$ cat src/rtl/mmu_tile_sequencer.sv
// Sequencer for a 3x3 weight-stationary systolic MMU: weight tile load, PE capture,
// activation streaming with a valid-tag pipeline, and re-alignment of skewed column outputs.
module mmu_tile_sequencer #(
  parameter int unsigned DATA_WIDTH = 8,
  parameter int unsigned ACC_WIDTH  = 32,
  parameter int unsigned ARRAY_SIZE = 3
) (
  input  logic                                  clk,
  input  logic                                  rst_n,
  input  logic                                  start,
  input  logic                                  use_signed_in,
  output logic                                  busy,
  output logic                                  done,
  input  logic                                  w_valid,
  output logic                                  w_ready,
  input  logic [ARRAY_SIZE*DATA_WIDTH-1:0]      w_data,
  input  logic                                  a_valid,
  output logic                                  a_ready,
  input  logic [ARRAY_SIZE*DATA_WIDTH-1:0]      a_data,
  input  logic                                  a_last,
  output logic                                  mmu_en_weight_pass,
  output logic [ARRAY_SIZE*ARRAY_SIZE-1:0]      mmu_en_capture,
  output logic                                  mmu_use_signed,
  output logic [ARRAY_SIZE*DATA_WIDTH-1:0]      mmu_row,
  output logic [ARRAY_SIZE*DATA_WIDTH-1:0]      mmu_col,
  input  logic [ARRAY_SIZE*ACC_WIDTH-1:0]       mmu_acc,
  output logic                                  r_valid,
  output logic [ARRAY_SIZE*ACC_WIDTH-1:0]       r_data,
  output logic                                  r_last
);

  localparam int unsigned VW = ARRAY_SIZE * DATA_WIDTH;
  localparam int unsigned RW = ARRAY_SIZE * ACC_WIDTH;

  typedef enum logic [2:0] {
    S_IDLE,
    S_WLOAD,
    S_WPASS0,
    S_WPASS1,
    S_WPASS2,
    S_STREAM,
    S_DRAIN
  } state_t;

  state_t                 state_q, state_d;
  logic [VW-1:0]          wbuf_q [3];
  logic [1:0]             wcnt_q;
  logic                   signed_q;
  logic [VW-1:0]          row_q;
  logic [5:0]             tag_q;
  logic [5:0]             last_q;
  logic [ACC_WIDTH-1:0]   acc0_d1_q, acc0_d2_q, acc1_d1_q;
  logic                   r_valid_q, r_last_q, done_q;
  logic [RW-1:0]          r_data_q;

  logic                   start_hs, w_hs, a_hs;
  logic [RW-1:0]          deskewed;

  assign start_hs = (state_q == S_IDLE)   && start;
  assign w_hs     = (state_q == S_WLOAD)  && w_valid;
  assign a_hs     = (state_q == S_STREAM) && a_valid;

  // acc0 leads acc2 by two cycles and acc1 by one; delay the early columns to line them up.
  assign deskewed = {mmu_acc[2*ACC_WIDTH +: ACC_WIDTH], acc1_d1_q, acc0_d2_q};

  always_comb begin
    state_d            = state_q;
    w_ready            = 1'b0;
    a_ready            = 1'b0;
    mmu_en_weight_pass = 1'b0;
    mmu_en_capture     = '0;
    mmu_col            = '0;
    case (state_q)
      S_IDLE: begin
        if (start) state_d = S_WLOAD;
      end
      S_WLOAD: begin
        w_ready = 1'b1;
        if (w_valid && (wcnt_q == 2'd2)) state_d = S_WPASS0;
      end
      S_WPASS0: begin
        mmu_en_weight_pass = 1'b1;
        mmu_col            = wbuf_q[2];
        state_d            = S_WPASS1;
      end
      S_WPASS1: begin
        mmu_en_weight_pass = 1'b1;
        mmu_col            = wbuf_q[1];
        state_d            = S_WPASS2;
      end
      S_WPASS2: begin
        mmu_en_weight_pass = 1'b1;
        mmu_en_capture     = '1;
        mmu_col            = wbuf_q[0];
        state_d            = S_STREAM;
      end
      S_STREAM: begin
        a_ready = 1'b1;
        if (a_valid && a_last) state_d = S_DRAIN;
      end
      S_DRAIN: begin
        if (tag_q == '0) state_d = S_IDLE;
      end
      default: state_d = S_IDLE;
    endcase
  end

  always_ff @(posedge clk or negedge rst_n) begin
    if (!rst_n) begin
      state_q   <= S_IDLE;
      for (int unsigned i = 0; i < 3; i++) wbuf_q[i] <= '0;
      wcnt_q    <= '0;
      signed_q  <= 1'b0;
      row_q     <= '0;
      tag_q     <= '0;
      last_q    <= '0;
      acc0_d1_q <= '0;
      acc0_d2_q <= '0;
      acc1_d1_q <= '0;
      r_valid_q <= 1'b0;
      r_last_q  <= 1'b0;
      r_data_q  <= '0;
      done_q    <= 1'b0;
    end else begin
      state_q <= state_d;
      if (start_hs) begin
        signed_q <= use_signed_in;
        wcnt_q   <= '0;
      end
      if (w_hs) begin
        wbuf_q[wcnt_q] <= w_data;
        wcnt_q         <= wcnt_q + 2'd1;
      end
      row_q     <= a_hs ? a_data : '0;
      tag_q     <= {tag_q[4:0], a_hs};
      last_q    <= {last_q[4:0], a_hs & a_last};
      acc0_d1_q <= mmu_acc[0 +: ACC_WIDTH];
      acc0_d2_q <= acc0_d1_q;
      acc1_d1_q <= mmu_acc[ACC_WIDTH +: ACC_WIDTH];
      r_valid_q <= tag_q[5];
      r_last_q  <= last_q[5];
      r_data_q  <= tag_q[5] ? deskewed : '0;
      // Registered so done lands one cycle after the final result.
      done_q    <= (state_q == S_DRAIN) && (tag_q == '0);
    end
  end

  assign busy           = (state_q != S_IDLE);
  assign done           = done_q;
  assign mmu_use_signed = signed_q;
  assign mmu_row        = row_q;
  assign r_valid        = r_valid_q;
  assign r_data         = r_data_q;
  assign r_last         = r_last_q;

endmodule

$ cat config.mk
export PLATFORM = sky130hd
export DESIGN_NAME = mmu_tile_sequencer
export DESIGN_NICKNAME = d
export VERILOG_FILES = /design/src/rtl/mmu_tile_sequencer.sv
export SDC_FILE = /design/constraint.sdc
export NUM_CORES = 1
export LEC_CHECK = 0
export BUFFER_PORTS_ARGS = -buffer_cell sky130_fd_sc_hd__buf_2
export CORE_MARGIN = 2
export CORE_UTILIZATION = 51
export CTS_CLUSTER_DIAMETER = 30
export DETAILED_ROUTE_END_ITERATION = 10
export HOLD_SLACK_MARGIN = 0.08
export PLACE_DENSITY_LB_ADDON = 0.2
export SLEW_MARGIN = 10
export SYNTH_ARGS = -nofsm -noshare
export SYNTH_HDL_FRONTEND = slang
export SYNTH_SLANG_ARGS = --single-unit
$ cat constraint.sdc
create_clock -name clk -period 1.9 [get_ports clk]
set_input_delay 0.38 -clock clk [delete_from_list [all_inputs] [get_ports clk]]
set_output_delay 0.38 -clock clk [all_outputs]
set_load 0.05 [all_outputs]
* After elaboration in Yosys (flattened, before gate mapping)
Index checks and enable logic that the tools add are counted.
** Word-level totals
- Bits of input ports :: 151
- Bits in latches :: 0
- Word-level logic and storage cells :: 62
- Memory bits (writable) :: 0
- Output and inout port bits :: 161
- Register bits after elaboration :: 309
- ROM bits :: 0
- Memories :: 0
** Cells by class
- Reductions and logical operators :: 13
- Div/mod/pow operators :: 0
- Multiply operators :: 0
- Equality and inequality tests :: 11
- Bitwise gates (word level) :: 2
- Add/subtract/negate cells :: 1
- Multiplexer cells :: 17
- Shift-type cells :: 0
- $lt $le $gt $ge :: 2
** Operator list (count)
- two-way mux 96 bit :: 1
- bitwise mux 72 bit :: 1
- one-hot mux 24 bit (3 select lines) :: 1
- demux 24 bit (select 2 bit) :: 1
- two-way mux 24 bit :: 2
- one-hot mux 3 bit (7 select lines) :: 1
- two-way mux 3 bit :: 4
- == test 3 bit, second input constant :: 3
- two-way mux 9 bit :: 1
- logical AND 1 bit :: 7
- == test 3 x 2 -> 1 bit, second input constant :: 2
- zero test 6 bit :: 1
- two-way mux 2 bit :: 2
- != test 2 x 1 -> 1 bit, second input constant :: 2
- != test 2 bit, second input constant :: 2
- AND reduction 4 bit :: 1
- == test 3 x 1 -> 1 bit, second input constant :: 1
- greater-or-equal comparator 3 bit, second input constant :: 1
- zero test 3 bit :: 1
- less-than comparator 3 x 1 -> 1 bit, second input constant :: 1
- two-way mux 1 bit :: 3
- inverter 2 -> 3 bit :: 1
- nonzero test 3 bit :: 1
- OR reduction 3 bit :: 1
- other kinds (4) :: 4

* Longest topological paths before layout
- Word-level depth :: 6
- Depth in mapped cells :: 5

* Least setup slack after synthesis
OpenSTA, ideal clock, no wires.
- Path kind :: register to output
- From :: register state_q[0]
- To :: output mmu_col[10]
- Required time :: 1.520 ns
- Path slack :: -0.587 ns
- Stages on the path, launching flop included :: 6
- Arrival time :: 2.107 ns
- Path buffers :: 3
- Path through :: dfrtp_1 buf_2 buf_2 buf_4 mux2i_1 o21ai_0
** Between the ends
- Longest elaborated chain between the ends :: 2
- Elaborated cells between the ends (all ways) :: 4
- Those cells by class :: 3 x eq/ne; 1 x mux
** RTL lines
- from (decl) :: RTL line 45 : state_t state_q, state_d;
- from (signal assigned) :: RTL line 125 : state_q <= state_d;
- == test 3 bit or == test 3 x 2 -> 1 bit (tied branches) :: RTL line 73 : case (state_q)
- one-hot mux 24 bit (3 select lines) (*) :: RTL line 73
- to (decl) :: RTL line 25 : output logic [ARRAY_SIZE*DATA_WIDTH-1:0] mmu_col,
Mark *: on every way between the ends. The rest lies on a longest branch, timed or not.

* Worst setup path in the final report
- From :: register state_q[0]
- To :: output mmu_col[8]
The elaborated chain is that of the path after synthesis.

==> impl_metrics.env <==
export IMPL_synthesis_area_per_instance_sq_um=16.0
export IMPL_netlist_instances=661
export IMPL_ys_seq_elements=309
export IMPL_ys_warnings_count=0
export IMPL_final_cell_mix="306 x sky130_fd_sc_hd__dfrtp_1, 274 x sky130_fd_sc_hd__buf_2, 120 x sky130_fd_sc_hd__and2_1, 120 x sky130_fd_sc_hd__dlygate4sd3_1, 60 x sky130_fd_sc_hd__mux2_4"
export IMPL_timing_fmax_ghz=0.448
export IMPL_peakVddDrop_mv=1.31
export IMPL_ys_flop_type="sky130_fd_sc_hd__dfrtp_1"
export IMPL_stdcell_count=1455
export IMPL_port_buf_inserts=311
export IMPL_critPathCaptureType="primary output"
export IMPL_tritoncts_num_buffers=49
export IMPL_wl_microns=27100
export IMPL_worst_path_dominant_cell_family="buffers and inverters"
export IMPL_drv_max_cap_violation_count=0
export IMPL_die_area_sq_um=21900
export IMPL_cp_start_kind="flop"
export IMPL_hp_class="input port to flop"
export IMPL_htreeDepth=2
export IMPL_antenna_found_initial=2
export IMPL_worstPathBufferInverterCount=3
export IMPL_period_share_pct=118
export IMPL_routed_via_density=4.83
export IMPL_final_common_cell="sky130_fd_sc_hd__dfrtp_1"
export IMPL_die_height_microns=148
export IMPL_layout_area_seq_sq_um=7740
export IMPL_setup_slack_ns=-0.334
export IMPL_timing_hold_ws_ns=0.107
export IMPL_cp_slowest_stage_delay_ns=0.41
export IMPL_status="finished with violations"
export IMPL_detailedRoute_firstPassIterationCount=4
export IMPL_clock_latency_ns=0.53
export IMPL_violations="setup timing"
export IMPL_crit_type="flop to primary output"
export IMPL_drc_errors=0
export IMPL_numClockSinks=309
export IMPL_grt_first_pass_wirelength_microns=43000
export IMPL_cp_required_ns=1.52
export IMPL_number_of_global_route_vias_before_repair=7850
export IMPL_nNetsFinal=1297
export IMPL_edff_count_synth=0
export IMPL_clock_skew_ns=0.0205
export IMPL_die_width_microns=148
export IMPL_rsz_0062_raised_after_global_routing="yes"
export IMPL_drt_iter0_markers=283
export IMPL_powerDensity_nw_per_um2=1710
export IMPL_path_cells="buf_6 -> buf_12 -> mux2i_1 -> o21ai_4 -> buf_6"
export IMPL_final_max_slew_viol_count=0
export IMPL_multi_input_area_sq_um=2920
export IMPL_gp_congestion=0.790
export IMPL_num_rows=52
export IMPL_synthesis_nets=815
export IMPL_placeable_core_area_sq_um=20300
export IMPL_cts_path_max_buffers=3
export IMPL_n_fill_cell=1094
export IMPL_grt_util_all_layers_pct=25.4
export IMPL_syn_area_sq_um=10600
export IMPL_proportion_of_synthesized_flip_flops_having_asynchronous_set_or_reset_pct=100
export IMPL_routed_via_count=7022
export IMPL_layout_cells_sized_above_1_pct=48.6
export IMPL_period_needed_ns=2.23
export IMPL_ys_seq_area_share_pct=73.2
export IMPL_ys_types=33
export IMPL_placed_instances=1224
export IMPL_most_numerous_cell_on_the_critical_path="sky130_fd_sc_hd__buf_6"
export IMPL_grt_max_degree=98
export IMPL_final_core_util_pct=80.1
export IMPL_grt_overflow_total=0
export IMPL_critical_path_peak_fanout=8
export IMPL_cts_tree="built"
export IMPL_flow_area_growth_from_synthesis_pct=54.0
export IMPL_finalSetupViolations=37
export IMPL_power_static_leakage_nw=8.61
export IMPL_place_hpwl_microns=14200
export IMPL_worstMarginPinSlew_ns=0.496
export IMPL_master_cell_of_the_clock_root_buffer="sky130_fd_sc_hd__clkbuf_16"
export IMPL_avgRoutedWirePerCell_microns=18.6
export IMPL_number_of_primary_i_o_pins=312
export IMPL_postRouteAntennaNets=0
export IMPL_timing_max_slew_rel_slack_pct=66.9
export IMPL_cp_arrival_ns=1.85
export IMPL_worst_path_max_delay_cell="sky130_fd_sc_hd__dfrtp_2"
export IMPL_report_final_hold_viol_count=0
export IMPL_initial_utilization_pct=52.0
export IMPL_clk_transition_reported_paths_ns=0.05
final timing paths:
| path | startpoint | end | slack [ns] | cells after the start |
|---|---|---|---|---|
| worst max-delay path | state_q[0] | mmu_col[8] | -0.33 | 5 |
| worst min register to register | acc0_d1_q[24] | acc0_d2_q[24] | 0.34 | 0 |
| max in group asynchronous | rst_n | acc1_d1_q[26] | 0.91 | 3 |
| worst max register to register | state_q[2] | wbuf_q[55] | 0.08 | 4 |
| min in group asynchronous | rst_n | acc0_d1_q[23] | 0.30 | 2 |
| worst min-delay path | mmu_acc[92] | r_data[92] | 0.11 | 2 |
worst reg2reg max path, stage by stage, from the launching register on:
cell and delay, ns:
sky130_fd_sc_hd__dfrtp_1 0.40, sky130_fd_sc_hd__buf_4 0.20, sky130_fd_sc_hd__and4bb_4 0.39, sky130_fd_sc_hd__nand2_4 0.29, sky130_fd_sc_hd__mux2_4 0.42
per-layer routing:
metal | global-route usage (%) | up-vias | part of all wire, %
met5 | 0 | - | 0
met4 | 7.48 | 0 | 2.2
met3 | 6.76 | 55 | 7.3
met2 | 44.9 | 283 | 52
met1 | 31.0 | 3532 | 39
li1 | - | 3152 | -
metrics by stage:
| stage | instance area [sq um] | total power [mW] | worst slack [ns] | setup TNS (ns) |
|---|---|---|---|---|
| global placement | 12500 | 16.2 | 0.0552 | 0 |
| floorplan | 10600 | 14.5 | -0.407 | -7.29 |
| finish | 16300 | 27.7 | -0.334 | -10.33 |
| CTS | 16200 | 27.6 | -0.358 | -11.34 |
| detailed placement | 12500 | 16.4 | 0.0533 | 0 |
| global route | 16300 | 28.8 | -0.401 | -13.07 |
final cells by class:
| cell class | count | share of cell area, % |
|---|---|---|
| clock buffer | 59 | 8.21 |
| tap | 270 | 2.08 |
| clock inverter | 32 | 2.29 |
| sequential | 309 | 47.6 |
| multi-input combinational | 311 | 17.9 |
| inverter | 4 | 0.100 |
| timing repair buffer | 468 | 21.8 |
| antenna | 2 | 0.0308 |
sequential cells by signal, indices dropped and copies added, names as in the netlist:
name and flops:
acc0_d1_q 32, acc0_d2_q 32, acc1_d1_q 32, done 1, last_q 6, mmu_row 24, mmu_use_signed 1, r_data 96
r_last 1, r_valid 1, state_q 3, tag_q 6, wbuf_q 72, wcnt_q 2
cells in the mapped netlist (all sizes together), types with 3 or more instances:
cell type  number  area share, %
dfrtp         309             73
and2          121            7.2
mux2           73            9.9
nand2          33            1.4
mux2i          26            2.5
o21ai          25            1.2
buf            21            1.6
clkbuf         16           0.57
nor2            4           0.14
and3            3           0.18
ha              3           0.36
inv             3           0.11
nand3           3           0.14
power breakdown:
group	internal [mW]	switching, mW	total (mW)
clock	5.78	3.22	9.00
combinational	4.12	5.78	9.90
sequential	7.99	0.841	8.83
total	17.9	9.84	27.7
cells by family (layout without fill, tap and decap cells):
kind of cell	after synthesis	after routing	share of synthesized area [%]
mux	99	99	12.4
other cells	0	2	0
simple gates	173	173	9.70
fa+ha+maj	3	3	0.355
flops	309	309	73.2
buf+inv	41	563	2.33
compound gates	36	36	2.03
what timing repair did:
| action | 4_1_cts | 5_1_grt |
|---|---|---|
| resized for setup | 185 | 10 |
| hold endpoints to repair | 203 | 1 |
| pin swaps | 16 | 3 |
| endpoints found under the setup margin | 37 | 61 |
| hold buffers | 119 | 1 |
| cloned | 5 | 0 |
| setup buffers | 13 | 1 |
Power figures use the tool's default switching activity.
